## src/rtl/block_1_indirect_access_ctrl_if.sv

```systemverilog
// Request/response and APB signal bundle for block_1_indirect_access_ctrl.
// slave = controller view; master = requester plus APB-slave view.
interface block_1_indirect_access_ctrl_if #(
    parameter int unsigned ADDRESS_WIDTH = 7
);
    logic                     i_req_valid;
    logic                     o_req_ready;
    logic                     i_req_write;
    logic [7:0]               i_req_index0;
    logic [7:0]               i_req_index1;
    logic [31:0]              i_req_wdata;
    logic                     o_rsp_valid;
    logic                     i_rsp_ready;
    logic [31:0]              o_rsp_rdata;
    logic [1:0]               o_rsp_status;
    logic                     o_psel;
    logic                     o_penable;
    logic [ADDRESS_WIDTH-1:0] o_paddr;
    logic                     o_pwrite;
    logic [31:0]              o_pwdata;
    logic [3:0]               o_pstrb;
    logic                     i_pready;
    logic [31:0]              i_prdata;
    logic                     i_pslverr;

    modport slave (
        input  i_req_valid, i_req_write, i_req_index0, i_req_index1, i_req_wdata,
        input  i_rsp_ready, i_pready, i_prdata, i_pslverr,
        output o_req_ready, o_rsp_valid, o_rsp_rdata, o_rsp_status,
        output o_psel, o_penable, o_paddr, o_pwrite, o_pwdata, o_pstrb
    );

    modport master (
        output i_req_valid, i_req_write, i_req_index0, i_req_index1, i_req_wdata,
        output i_rsp_ready, i_pready, i_prdata, i_pslverr,
        input  o_req_ready, o_rsp_valid, o_rsp_rdata, o_rsp_status,
        input  o_psel, o_penable, o_paddr, o_pwrite, o_pwdata, o_pstrb
    );
endinterface

```

## src/rtl/block_1_indirect_access_ctrl.sv

```systemverilog
// APB master sequencing index0/index1/data indirect accesses into block_1.
// Optional index cache: define BLOCK1_INDIRECT_INDEX_CACHE_EN.
module block_1_indirect_access_ctrl #(
    parameter int unsigned              ADDRESS_WIDTH = 7,
    parameter logic [ADDRESS_WIDTH-1:0] BASE_ADDRESS  = '0,
    parameter logic [ADDRESS_WIDTH-1:0] INDEX0_OFFSET = ADDRESS_WIDTH'(7'h00),
    parameter logic [ADDRESS_WIDTH-1:0] INDEX1_OFFSET = ADDRESS_WIDTH'(7'h04),
    parameter logic [ADDRESS_WIDTH-1:0] DATA_OFFSET   = ADDRESS_WIDTH'(7'h10),
    parameter int unsigned              TIMEOUT       = 16
) (
    input  logic                          i_clk,
    input  logic                          i_rst,
    block_1_indirect_access_ctrl_if.slave bus
);

    localparam int unsigned CNT_W = $clog2(TIMEOUT);
    localparam logic [CNT_W-1:0] CNT_LAST = CNT_W'(TIMEOUT - 1);

    localparam logic [ADDRESS_WIDTH-1:0] IX0_ADDR = ADDRESS_WIDTH'(BASE_ADDRESS + INDEX0_OFFSET);
    localparam logic [ADDRESS_WIDTH-1:0] IX1_ADDR = ADDRESS_WIDTH'(BASE_ADDRESS + INDEX1_OFFSET);
    localparam logic [ADDRESS_WIDTH-1:0] DAT_ADDR = ADDRESS_WIDTH'(BASE_ADDRESS + DATA_OFFSET);

    localparam logic [2:0] S_IDLE       = 3'd0;
    localparam logic [2:0] S_IX0_SETUP  = 3'd1;
    localparam logic [2:0] S_IX0_ACCESS = 3'd2;
    localparam logic [2:0] S_IX1_SETUP  = 3'd3;
    localparam logic [2:0] S_IX1_ACCESS = 3'd4;
    localparam logic [2:0] S_DAT_SETUP  = 3'd5;
    localparam logic [2:0] S_DAT_ACCESS = 3'd6;
    localparam logic [2:0] S_RESP       = 3'd7;

    localparam logic [1:0] ST_OK      = 2'b00;
    localparam logic [1:0] ST_SLVERR  = 2'b01;
    localparam logic [1:0] ST_TIMEOUT = 2'b10;

    logic [2:0]               state_q, state_d;
    logic [CNT_W-1:0]         cnt_q, cnt_d;
    logic                     req_write_q, req_write_d;
    logic [7:0]               index0_q, index0_d;
    logic [7:0]               index1_q, index1_d;
    logic [31:0]              wdata_q, wdata_d;
    logic                     req_ready_q, req_ready_d;
    logic                     rsp_valid_q, rsp_valid_d;
    logic [31:0]              rsp_rdata_q, rsp_rdata_d;
    logic [1:0]               rsp_status_q, rsp_status_d;
    logic                     psel_q, psel_d;
    logic                     penable_q, penable_d;
    logic [ADDRESS_WIDTH-1:0] paddr_q, paddr_d;
    logic                     pwrite_q, pwrite_d;
    logic [31:0]              pwdata_q, pwdata_d;
    logic [3:0]               pstrb_q, pstrb_d;

    logic in_access;
    logic done_ok;
    logic abort;
    logic hit0;
    logic hit1;
    logic skip1;

`ifdef BLOCK1_INDIRECT_INDEX_CACHE_EN
    logic       c0_valid_q, c0_valid_d;
    logic       c1_valid_q, c1_valid_d;
    logic [7:0] c0_q, c0_d;
    logic [7:0] c1_q, c1_d;
    logic       skip1_q, skip1_d;

    assign hit0  = c0_valid_q && (c0_q == bus.i_req_index0);
    assign hit1  = c1_valid_q && (c1_q == bus.i_req_index1);
    assign skip1 = skip1_q;
`else
    assign hit0  = 1'b0;
    assign hit1  = 1'b0;
    assign skip1 = 1'b0;
`endif

    // Access-phase outcome: clean completion, or error/timeout aborting the sequence.
    assign in_access = (state_q == S_IX0_ACCESS) || (state_q == S_IX1_ACCESS) ||
                       (state_q == S_DAT_ACCESS);
    assign done_ok   = in_access && bus.i_pready && !bus.i_pslverr;
    assign abort     = in_access && ((bus.i_pready && bus.i_pslverr) ||
                                     (!bus.i_pready && (cnt_q == CNT_LAST)));

    always_comb begin
        state_d      = state_q;
        cnt_d        = cnt_q;
        req_write_d  = req_write_q;
        index0_d     = index0_q;
        index1_d     = index1_q;
        wdata_d      = wdata_q;
        rsp_rdata_d  = rsp_rdata_q;
        rsp_status_d = rsp_status_q;
`ifdef BLOCK1_INDIRECT_INDEX_CACHE_EN
        c0_valid_d   = c0_valid_q;
        c1_valid_d   = c1_valid_q;
        c0_d         = c0_q;
        c1_d         = c1_q;
        skip1_d      = skip1_q;
`endif

        if (abort) begin
            state_d      = S_RESP;
            rsp_rdata_d  = '0;
            rsp_status_d = bus.i_pready ? ST_SLVERR : ST_TIMEOUT;
`ifdef BLOCK1_INDIRECT_INDEX_CACHE_EN
            c0_valid_d   = 1'b0;
            c1_valid_d   = 1'b0;
`endif
        end else begin
            case (state_q)
                S_IDLE: begin
                    if (bus.i_req_valid && req_ready_q) begin
                        req_write_d = bus.i_req_write;
                        index0_d    = bus.i_req_index0;
                        index1_d    = bus.i_req_index1;
                        wdata_d     = bus.i_req_wdata;
`ifdef BLOCK1_INDIRECT_INDEX_CACHE_EN
                        skip1_d     = hit1;
`endif
                        if (!hit0)      state_d = S_IX0_SETUP;
                        else if (!hit1) state_d = S_IX1_SETUP;
                        else            state_d = S_DAT_SETUP;
                    end
                end
                S_IX0_SETUP: begin
                    state_d = S_IX0_ACCESS;
                    cnt_d   = '0;
                end
                S_IX0_ACCESS: begin
                    if (done_ok) begin
                        state_d = skip1 ? S_DAT_SETUP : S_IX1_SETUP;
`ifdef BLOCK1_INDIRECT_INDEX_CACHE_EN
                        c0_valid_d = 1'b1;
                        c0_d       = index0_q;
`endif
                    end else begin
                        cnt_d = cnt_q + 1'b1;
                    end
                end
                S_IX1_SETUP: begin
                    state_d = S_IX1_ACCESS;
                    cnt_d   = '0;
                end
                S_IX1_ACCESS: begin
                    if (done_ok) begin
                        state_d = S_DAT_SETUP;
`ifdef BLOCK1_INDIRECT_INDEX_CACHE_EN
                        c1_valid_d = 1'b1;
                        c1_d       = index1_q;
`endif
                    end else begin
                        cnt_d = cnt_q + 1'b1;
                    end
                end
                S_DAT_SETUP: begin
                    state_d = S_DAT_ACCESS;
                    cnt_d   = '0;
                end
                S_DAT_ACCESS: begin
                    if (done_ok) begin
                        state_d      = S_RESP;
                        rsp_status_d = ST_OK;
                        rsp_rdata_d  = req_write_q ? 32'h0 : bus.i_prdata;
                    end else begin
                        cnt_d = cnt_q + 1'b1;
                    end
                end
                S_RESP: begin
                    if (bus.i_rsp_ready) state_d = S_IDLE;
                end
                default: state_d = S_IDLE;
            endcase
        end

        // Registered outputs decoded from the next state so APB fields are stable per transfer.
        req_ready_d = (state_d == S_IDLE);
        rsp_valid_d = (state_d == S_RESP);
        penable_d   = (state_d == S_IX0_ACCESS) || (state_d == S_IX1_ACCESS) ||
                      (state_d == S_DAT_ACCESS);
        psel_d      = 1'b0;
        paddr_d     = '0;
        pwrite_d    = 1'b0;
        pwdata_d    = '0;
        pstrb_d     = '0;
        case (state_d)
            S_IX0_SETUP, S_IX0_ACCESS: begin
                psel_d   = 1'b1;
                paddr_d  = IX0_ADDR;
                pwrite_d = 1'b1;
                pwdata_d = {24'h0, index0_d};
                pstrb_d  = 4'b0001;
            end
            S_IX1_SETUP, S_IX1_ACCESS: begin
                psel_d   = 1'b1;
                paddr_d  = IX1_ADDR;
                pwrite_d = 1'b1;
                pwdata_d = {24'h0, index1_d};
                pstrb_d  = 4'b0001;
            end
            S_DAT_SETUP, S_DAT_ACCESS: begin
                psel_d   = 1'b1;
                paddr_d  = DAT_ADDR;
                pwrite_d = req_write_d;
                pwdata_d = req_write_d ? wdata_d : 32'h0;
                pstrb_d  = req_write_d ? 4'hF : 4'h0;
            end
            default: begin
                psel_d = 1'b0;
            end
        endcase
    end

    always_ff @(posedge i_clk or posedge i_rst) begin
        if (i_rst) begin
            state_q      <= S_IDLE;
            cnt_q        <= '0;
            req_write_q  <= 1'b0;
            index0_q     <= '0;
            index1_q     <= '0;
            wdata_q      <= '0;
            req_ready_q  <= 1'b0;
            rsp_valid_q  <= 1'b0;
            rsp_rdata_q  <= '0;
            rsp_status_q <= '0;
            psel_q       <= 1'b0;
            penable_q    <= 1'b0;
            paddr_q      <= '0;
            pwrite_q     <= 1'b0;
            pwdata_q     <= '0;
            pstrb_q      <= '0;
`ifdef BLOCK1_INDIRECT_INDEX_CACHE_EN
            c0_valid_q   <= 1'b0;
            c1_valid_q   <= 1'b0;
            c0_q         <= '0;
            c1_q         <= '0;
            skip1_q      <= 1'b0;
`endif
        end else begin
            state_q      <= state_d;
            cnt_q        <= cnt_d;
            req_write_q  <= req_write_d;
            index0_q     <= index0_d;
            index1_q     <= index1_d;
            wdata_q      <= wdata_d;
            req_ready_q  <= req_ready_d;
            rsp_valid_q  <= rsp_valid_d;
            rsp_rdata_q  <= rsp_rdata_d;
            rsp_status_q <= rsp_status_d;
            psel_q       <= psel_d;
            penable_q    <= penable_d;
            paddr_q      <= paddr_d;
            pwrite_q     <= pwrite_d;
            pwdata_q     <= pwdata_d;
            pstrb_q      <= pstrb_d;
`ifdef BLOCK1_INDIRECT_INDEX_CACHE_EN
            c0_valid_q   <= c0_valid_d;
            c1_valid_q   <= c1_valid_d;
            c0_q         <= c0_d;
            c1_q         <= c1_d;
            skip1_q      <= skip1_d;
`endif
        end
    end

    assign bus.o_req_ready  = req_ready_q;
    assign bus.o_rsp_valid  = rsp_valid_q;
    assign bus.o_rsp_rdata  = rsp_rdata_q;
    assign bus.o_rsp_status = rsp_status_q;
    assign bus.o_psel       = psel_q;
    assign bus.o_penable    = penable_q;
    assign bus.o_paddr      = paddr_q;
    assign bus.o_pwrite     = pwrite_q;
    assign bus.o_pwdata     = pwdata_q;
    assign bus.o_pstrb      = pstrb_q;

endmodule

```

## src/flat_wrapper.sv

```systemverilog
// flat-port wrapper written by rule: the top's interface ports become plain ports
module block_1_indirect_access_ctrl_flat 
#(
    parameter int unsigned              ADDRESS_WIDTH = 7,
    parameter logic [ADDRESS_WIDTH-1:0] BASE_ADDRESS  = '0,
    parameter logic [ADDRESS_WIDTH-1:0] INDEX0_OFFSET = ADDRESS_WIDTH'(7'h00),
    parameter logic [ADDRESS_WIDTH-1:0] INDEX1_OFFSET = ADDRESS_WIDTH'(7'h04),
    parameter logic [ADDRESS_WIDTH-1:0] DATA_OFFSET   = ADDRESS_WIDTH'(7'h10),
    parameter int unsigned              TIMEOUT       = 16
)
  (i_clk, i_rst, bus_i_req_valid, bus_i_req_write, bus_i_req_index0, bus_i_req_index1, bus_i_req_wdata, bus_i_rsp_ready, bus_i_pready, bus_i_prdata, bus_i_pslverr, bus_o_req_ready, bus_o_rsp_valid, bus_o_rsp_rdata, bus_o_rsp_status, bus_o_psel, bus_o_penable, bus_o_paddr, bus_o_pwrite, bus_o_pwdata, bus_o_pstrb);
  block_1_indirect_access_ctrl_if #(.ADDRESS_WIDTH(ADDRESS_WIDTH)) bus_i ();
  input  logic i_clk;
  input  logic i_rst;
  input wire logic [$bits(bus_i.i_req_valid)-1:0] bus_i_req_valid;
  input wire logic [$bits(bus_i.i_req_write)-1:0] bus_i_req_write;
  input wire logic [$bits(bus_i.i_req_index0)-1:0] bus_i_req_index0;
  input wire logic [$bits(bus_i.i_req_index1)-1:0] bus_i_req_index1;
  input wire logic [$bits(bus_i.i_req_wdata)-1:0] bus_i_req_wdata;
  input wire logic [$bits(bus_i.i_rsp_ready)-1:0] bus_i_rsp_ready;
  input wire logic [$bits(bus_i.i_pready)-1:0] bus_i_pready;
  input wire logic [$bits(bus_i.i_prdata)-1:0] bus_i_prdata;
  input wire logic [$bits(bus_i.i_pslverr)-1:0] bus_i_pslverr;
  output wire logic [$bits(bus_i.o_req_ready)-1:0] bus_o_req_ready;
  output wire logic [$bits(bus_i.o_rsp_valid)-1:0] bus_o_rsp_valid;
  output wire logic [$bits(bus_i.o_rsp_rdata)-1:0] bus_o_rsp_rdata;
  output wire logic [$bits(bus_i.o_rsp_status)-1:0] bus_o_rsp_status;
  output wire logic [$bits(bus_i.o_psel)-1:0] bus_o_psel;
  output wire logic [$bits(bus_i.o_penable)-1:0] bus_o_penable;
  output wire logic [$bits(bus_i.o_paddr)-1:0] bus_o_paddr;
  output wire logic [$bits(bus_i.o_pwrite)-1:0] bus_o_pwrite;
  output wire logic [$bits(bus_i.o_pwdata)-1:0] bus_o_pwdata;
  output wire logic [$bits(bus_i.o_pstrb)-1:0] bus_o_pstrb;
  assign bus_i.i_req_valid = bus_i_req_valid;
  assign bus_i.i_req_write = bus_i_req_write;
  assign bus_i.i_req_index0 = bus_i_req_index0;
  assign bus_i.i_req_index1 = bus_i_req_index1;
  assign bus_i.i_req_wdata = bus_i_req_wdata;
  assign bus_i.i_rsp_ready = bus_i_rsp_ready;
  assign bus_i.i_pready = bus_i_pready;
  assign bus_i.i_prdata = bus_i_prdata;
  assign bus_i.i_pslverr = bus_i_pslverr;
  assign bus_o_req_ready = bus_i.o_req_ready;
  assign bus_o_rsp_valid = bus_i.o_rsp_valid;
  assign bus_o_rsp_rdata = bus_i.o_rsp_rdata;
  assign bus_o_rsp_status = bus_i.o_rsp_status;
  assign bus_o_psel = bus_i.o_psel;
  assign bus_o_penable = bus_i.o_penable;
  assign bus_o_paddr = bus_i.o_paddr;
  assign bus_o_pwrite = bus_i.o_pwrite;
  assign bus_o_pwdata = bus_i.o_pwdata;
  assign bus_o_pstrb = bus_i.o_pstrb;
  block_1_indirect_access_ctrl #(.ADDRESS_WIDTH(ADDRESS_WIDTH), .BASE_ADDRESS(BASE_ADDRESS), .INDEX0_OFFSET(INDEX0_OFFSET), .INDEX1_OFFSET(INDEX1_OFFSET), .DATA_OFFSET(DATA_OFFSET), .TIMEOUT(TIMEOUT)) u_core (.i_clk(i_clk), .i_rst(i_rst), .bus(bus_i));
endmodule
```

## config.mk

```make
export PLATFORM = sky130hd
export DESIGN_NAME = block_1_indirect_access_ctrl_flat
export DESIGN_NICKNAME = d
export VERILOG_FILES = /design/src/rtl/block_1_indirect_access_ctrl_if.sv /design/src/rtl/block_1_indirect_access_ctrl.sv /design/src/flat_wrapper.sv
export SDC_FILE = /design/constraint.sdc
export NUM_CORES = 1
export LEC_CHECK = 0
export ABC_AREA = 0
export ABC_CLOCK_PERIOD_IN_PS = 4300
export BUFFER_PORTS_ARGS = -buffer_cell sky130_fd_sc_hd__buf_4
export CORE_ASPECT_RATIO = 1.4
export CORE_UTILIZATION = 46
export CTS_BUF_LIST = sky130_fd_sc_hd__clkbuf_4 sky130_fd_sc_hd__clkbuf_8 sky130_fd_sc_hd__clkbuf_16
export DETAILED_ROUTE_END_ITERATION = 8
export GPL_ROUTABILITY_DRIVEN = 0
export GPL_TIMING_DRIVEN = 0
export PLACE_DENSITY = 0.79
export REMOVE_ABC_BUFFERS = 1
export SLEW_MARGIN = 25
export SYNTH_ARGS = -nofsm -noshare
export SYNTH_HDL_FRONTEND = slang
export SYNTH_SLANG_ARGS = --single-unit
```

## constraint.sdc

```tcl
create_clock -name i_clk -period 4.3 [get_ports i_clk]
set_clock_uncertainty 0.2 [all_clocks]
set_input_delay 0.215 -clock i_clk [delete_from_list [all_inputs] [get_ports i_clk]]
set_output_delay 0.215 -clock i_clk [all_outputs]
set_load 0.1 [all_outputs]
```

==> flow_summary.toml, run 1 <==
[outcome]
status = "finished clean"

[sta]
rsz0062_at_grt = "no"
slew_violations = 0
fin_crit_ns = 3.699
slew_headroom = 0.4268
post-route-period-util = 0.8602
tightest_slew_ns = 0.8597
fin_tns_setup_ns = 0
hold_viol = 0
setup_viol = 0
fin_hold_ws_ns = 0.03000
fmaxAchievable_mhz = 270.4

[finish]
fill_cells = 771
syn2layout_area_growth_pct = 46.42
multi_input_area_sq_mm = 0.001887
ff_latch_area_sq_mm = 0.003254
drive_above_1_share = 0.2913
fin_nets = 820

[synth]
yosysTopAreaCellShare = 0.6062
syn_area_sq_mm = 0.005366
ys_types = 46
yosys_warnings = 0
ys_top_cells_by_area = "dfrtp_1 (61%), nand2_1 (7.9%), a21oi_1 (6.8%)"
syn-instance-count = 528
synth_edf_count = 0
ys.flop_type = "dfrtp_1"
synth_seq_cells = 130
synth_common_cells = "dfrtp_1 (130), nand2_1 (113), a21oi_1 (73), nor2_1 (40), nor3b_1 (33)"
syn-mean-instance-area_sq_um = 10.16
synth_seq_area_share = 0.6062
synth-async-reset-ratio = 1.000
yosys.area.top_type = "dfrtp_1"
yosysMostFrequentCell = "dfrtp_1"

[cts]
cts_tree = "yes"
path_clk_slew_ns = 0.06
cts_max_level = 4
post_cts_buffers = 0
cts_resized = 0
cts_buffer_depth = 2
cts.sinks = 130
cts_made_buffers = 17
clkLatencyLatePin_ns = 0.40
clockRootBuffer = "clkbuf_16"

[worst_setup_path]
critical_path_class = "reg -> reg"
critical_path_peak_fanout = 36
crit_arrival_ns = 3.79
required_ns = 4.39
cp-start-kind = "flop"
end_kind = "flop"
path_cells = "and3b_1 > nand2_2 > and3_1 > or4b_2 > o221ai_1"
slowest_delay_ns = 1.03
worst_path_max_delay_cell = "or4b_2"

[detailed_routing]
drtIter0Drc = 249
drt-vias-per-instance = 5.218
vias = 4644
m1WireLength_um = 5543
remaining_drc_errors = 0
dr.pass1.iters = 4
wire_per_inst_um = 16.05
postRouteAntennaNets = 0
wl_met3_um = 578
dr_wl_met2_um = 7937
dr.max_layer_used = "met4"
drt-total-wl_um = 14280

[worst_hold_path]
hp-class = "in -> reg"

[pwr]
pwr-share-seq = 0.306
pwr-share-comb = 0.422
switching_share = 0.4515
switching_power_uw = 2499
internal-power_uw = 3036
ir_drop_uv = 617.9
power_uw = 5536
p_per_area_mw_per_mm2 = 704.5
leakage_uw = 0.004023
p_clk_frac = 0.272

[die]
die_h_um = 129.8
rows = 46
ios = 169
fp.dieW_um = 93.29
die_area_sq_mm = 0.01211
start_util = 0.4733
coreArea_sq_mm = 0.01134

[global_route]
grt_usage = 0.2416
grt_first_pass_wirelength_um = 22490
grt_pass1_vias = 4768
grt_overflow_total = 0
grt_max_degree = 81
antenna_found_initial = 0

[place]
dp_hpwl_um = 8848
io_buffers = 163

[job]
max_cap_viol_count = 0
## critical path: cells and delay by family (launching register included)
family | cells | cell delay [ns]
flip-flops | 1 | 0.50
AO/OA/AOI/OAI | 1 | 0.37
AND/OR/NAND/NOR | 4 | 2.50
## metal layers
metal,vias up,GRT usage
li1,2183,-
met1,2288,0.2791
met2,150,0.4407
met3,23,0.04371
met4,0,0.09683
met5,-,0
## cell usage in the layout, fill, tap and decap left out, drive strengths merged, types with 2 or more instances in the layout
cell and n:
mux2i 9, clkinv 3, nand4 2, dfrtp 130, nor3b 33, o221ai 8, bufinv 4, nand4b 2
nor2b 2, conb 5, a21boi 8, nand3 12, and2 2, dlygate4sd3 51, inv 13, nand2 113
a32oi 2, clkbuf 22, nor2 42, a21oi 73, o21ai 18, and4 2, buf 169, clkinvlp 3
o31ai 2
## final timing paths
| path | startpoint | to | slack, ns | cells after the start |
|---|---|---|---|---|
| setup / recovery | u_core.state_q[2]$_DFF_PP0_ | u_core.bus.o_pwdata[1]$_DFF_PP0_ | 0.60 | 5 |
| hold / removal | bus_i_prdata[11] | u_core.bus.o_rsp_rdata[11]$_DFFE_PP0P_ | 0.03 | 4 |
| setup reg to reg | u_core.state_q[2]$_DFF_PP0_ | u_core.bus.o_pwdata[1]$_DFF_PP0_ | 0.60 | 5 |
| hold reg to reg | u_core.wdata_q[17]$_DFF_PP0_ | u_core.wdata_q[17]$_DFF_PP0_ | 0.27 | 2 |
| max in group asynchronous | i_rst | u_core.req_write_q$_DFF_PP0_ | 3.04 | 4 |
| min in group asynchronous | i_rst | u_core.wdata_q[9]$_DFF_PP0_ | 0.17 | 3 |
## power groups by stage
stage	sequential, uW	clock, uW	combinational, uW
finish	1690	1510	2340
global route	1730	1590	2440
CTS	1690	1530	2340
detailed placement	1710	0	2290
global placement	1690	0	2230
floorplan	2920	0	498
## sequential cells by signal, summed over array words and instances, names as in the netlist, 2 cells and up
signal                   count
u_core.bus.o_paddr           2
u_core.bus.o_pstrb           2
u_core.bus.o_pwdata         32
u_core.bus.o_rsp_rdata      32
u_core.bus.o_rsp_status      2
u_core.cnt_q                 4
u_core.index0_q              8
u_core.index1_q              8
u_core.state_q               3
u_core.wdata_q              32
## through the flow
| step | cells | util | instance area, sq um | setup WS, ns |
|---|---|---|---|---|
| global placement | 800 | 0.5798 | 6574 | -0.8658 |
| CTS | 889 | 0.6927 | 7854 | 0.6331 |
| finish | 890 | 0.6930 | 7858 | 0.6013 |
| detailed placement | 806 | 0.5924 | 6716 | 0.6308 |
| floorplan | 493 | - | 5170 | 0.4157 |
| global route | 889 | 0.6928 | 7855 | 0.4277 |
## kinds of logic after synthesis
kind of cell | synth area share
other | 0.0006988
AND/OR/NAND/NOR | 0.1945
buffers and inverters | 0.04849
AO/OA/AOI/OAI | 0.1310
adder cells (fa/ha/maj) | 0.002331
multiplexers | 0.01679
flip-flops | 0.6062
## what timing repair did
item / CTS / global route
hold endpoints to repair: 131 / 0
endpoints found under the setup margin: 0 / 0
hold buffers: 51 / 0
## final cells by class
class                           instances  share of cell area
Multi-Input combinational cell        350              0.2401
Antenna cell                            1           0.0003185
Inverter                               13            0.007166
Timing Repair Buffer                  220              0.2355
Clock buffer                           22             0.05971
Tap cell                              144             0.02293
Sequential cell                       130              0.4142
Clock inverter                         10             0.02006
Note: power is estimated with default switching activity, not from simulation.
==> run 2, diff against run 1 <==
Settings changed: HOLD_SLACK_MARGIN set to 0.06.
==> flow_summary.toml, run 2 (synthesis results as in run 1) <==
[detailed_routing]
postRouteAntennaNets = 0
wire_per_inst_um = 16.49
drt-vias-per-instance = 5.251
drtIter0Drc = 265
drt-total-wl_um = 15220
remaining_drc_errors = 0
vias = 4847
dr.pass1.iters = 4

[worst_setup_path]
slowest_delay_ns = 1.04
critical_path_peak_fanout = 36
required_ns = 4.39
rr_startpoint = "u_core.state_q[2]$_DFF_PP0_"
path_cells = "and3b_1 > nand2_2 > and3_1 > or4b_2 > o221ai_1"
worst_path_max_delay_cell = "or4b_2"
r2r_cells = 5
crit_arrival_ns = 3.79
end_kind = "flop"
cp-startpoint = "u_core.state_q[2]$_DFF_PP0_"
cp-start-kind = "flop"
critical_path_class = "reg -> reg"

[cts]
cts_max_level = 4
cts_tree = "yes"
cts.sinks = 130
clkLatencyLatePin_ns = 0.40
cts_made_buffers = 17
clockRootBuffer = "clkbuf_16"
cts_buffer_depth = 2
path_clk_slew_ns = 0.06

[die]
coreArea_sq_mm = 0.01134
die_h_um = 129.8
rows = 46
start_util = 0.4733
fp.dieW_um = 93.29
die_area_sq_mm = 0.01211
ios = 169

[worst_hold_path]
hp-class = "in -> reg"
holdPathStages = 4
hp-start = "bus_i_req_valid"

[sta]
fin_hold_ws_ns = 0.1196
fmaxAchievable_mhz = 270.6
fin_crit_ns = 3.695
setup_viol = 0
tightest_slew_ns = 0.8839
slew_headroom = 0.4107
post-route-period-util = 0.8593
slew_violations = 0
rsz0062_at_grt = "no"
hold_viol = 0

[place]
place_area_sq_mm = 0.006716
io_buffers = 163
dp_hpwl_um = 8848

[pwr]
ir_drop_uv = 637.4
leakage_uw = 0.004157
p_per_area_mw_per_mm2 = 682.4
power_uw = 5582

[global_route]
grt_usage = 0.2579
antenna_found_initial = 1
grt_overflow_total = 0
grt_max_degree = 81
grt_pass1_vias = 5117
grt_first_pass_wirelength_um = 23850

[finish]
layout_common_cells = "buf_4 (163), dfrtp_1 (129), nand2_1 (112)"
fill_cells = 718
drive_above_1_share = 0.2793
fin_nets = 852
final_common_cell = "buf_4"
syn2layout_area_growth_pct = 52.44
fin_area_sq_mm = 0.008180

[job]
max_cap_viol_count = 0

[outcome]
status = "finished clean"
==> run 2: final timing paths <==
kind | to | slack [ns]
max | u_core.bus.o_pwdata[1]$_DFF_PP0_ | 0.60
min | u_core.index0_q[5]$_DFF_PP0_ | 0.12
max reg2reg | u_core.bus.o_pwdata[1]$_DFF_PP0_ | 0.60
min reg2reg | u_core.wdata_q[17]$_DFF_PP0_ | 0.27
max in group asynchronous | u_core.wdata_q[28]$_DFF_PP0_ | 3.02
min in group asynchronous | u_core.wdata_q[9]$_DFF_PP0_ | 0.17
==> run 2: power by group <==
part	total, uW	internal, uW	switching (uW)
sequential	1700	1500	193
combinational	2370	544	1830
clock	1510	1010	503
total	5580	3060	2530
==> run 2: final cells by class <==
type	count	area [sq um]	share of cell area
multi-input combinational	350	1887	0.2307
sequential	130	3254	0.3978
clock inverter	10	157.7	0.01927
antenna	2	5.005	0.0006118
clock buffer	22	469.2	0.05736
timing repair buffer	252	2171	0.2654
inverter	13	56.30	0.006883
tap	144	180.2	0.02203
==> run 2: through the flow <==
stage	TNS, ns	util	setup WS, ns	cells
final	0	0.7215	0.6049	923
after global routing	0	0.7213	0.4276	922
after CTS	0	0.7209	0.6331	921
after detailed placement	0	0.5924	0.6308	806
after global placement	-122.88	0.5798	-0.8658	800
after floorplan	0	-	0.4157	493
==> run 2: repair_timing <==
item / CTS / global route
hold endpoints to repair: 245 / 0
gates resized for setup: 0 / 0
setup buffers: 0 / 0
hold buffers: 83 / 0
==> run 2: critical path: cells and delay by family (launching register included) <==
kind	cells	cell delay, ns
simple gates	4	2.50
flops	1	0.50
compound gates	1	0.36
==> run 2: metal layers <==
metal,share of wire,vias up,wire length (um),GRT usage
li1,-,2255,-,-
met4,0.036,0,553,0.1439
met2,0.54,157,8205,0.4593
met1,0.39,2391,5860,0.2895
met5,0,-,0,0
met3,0.039,44,597,0.04837
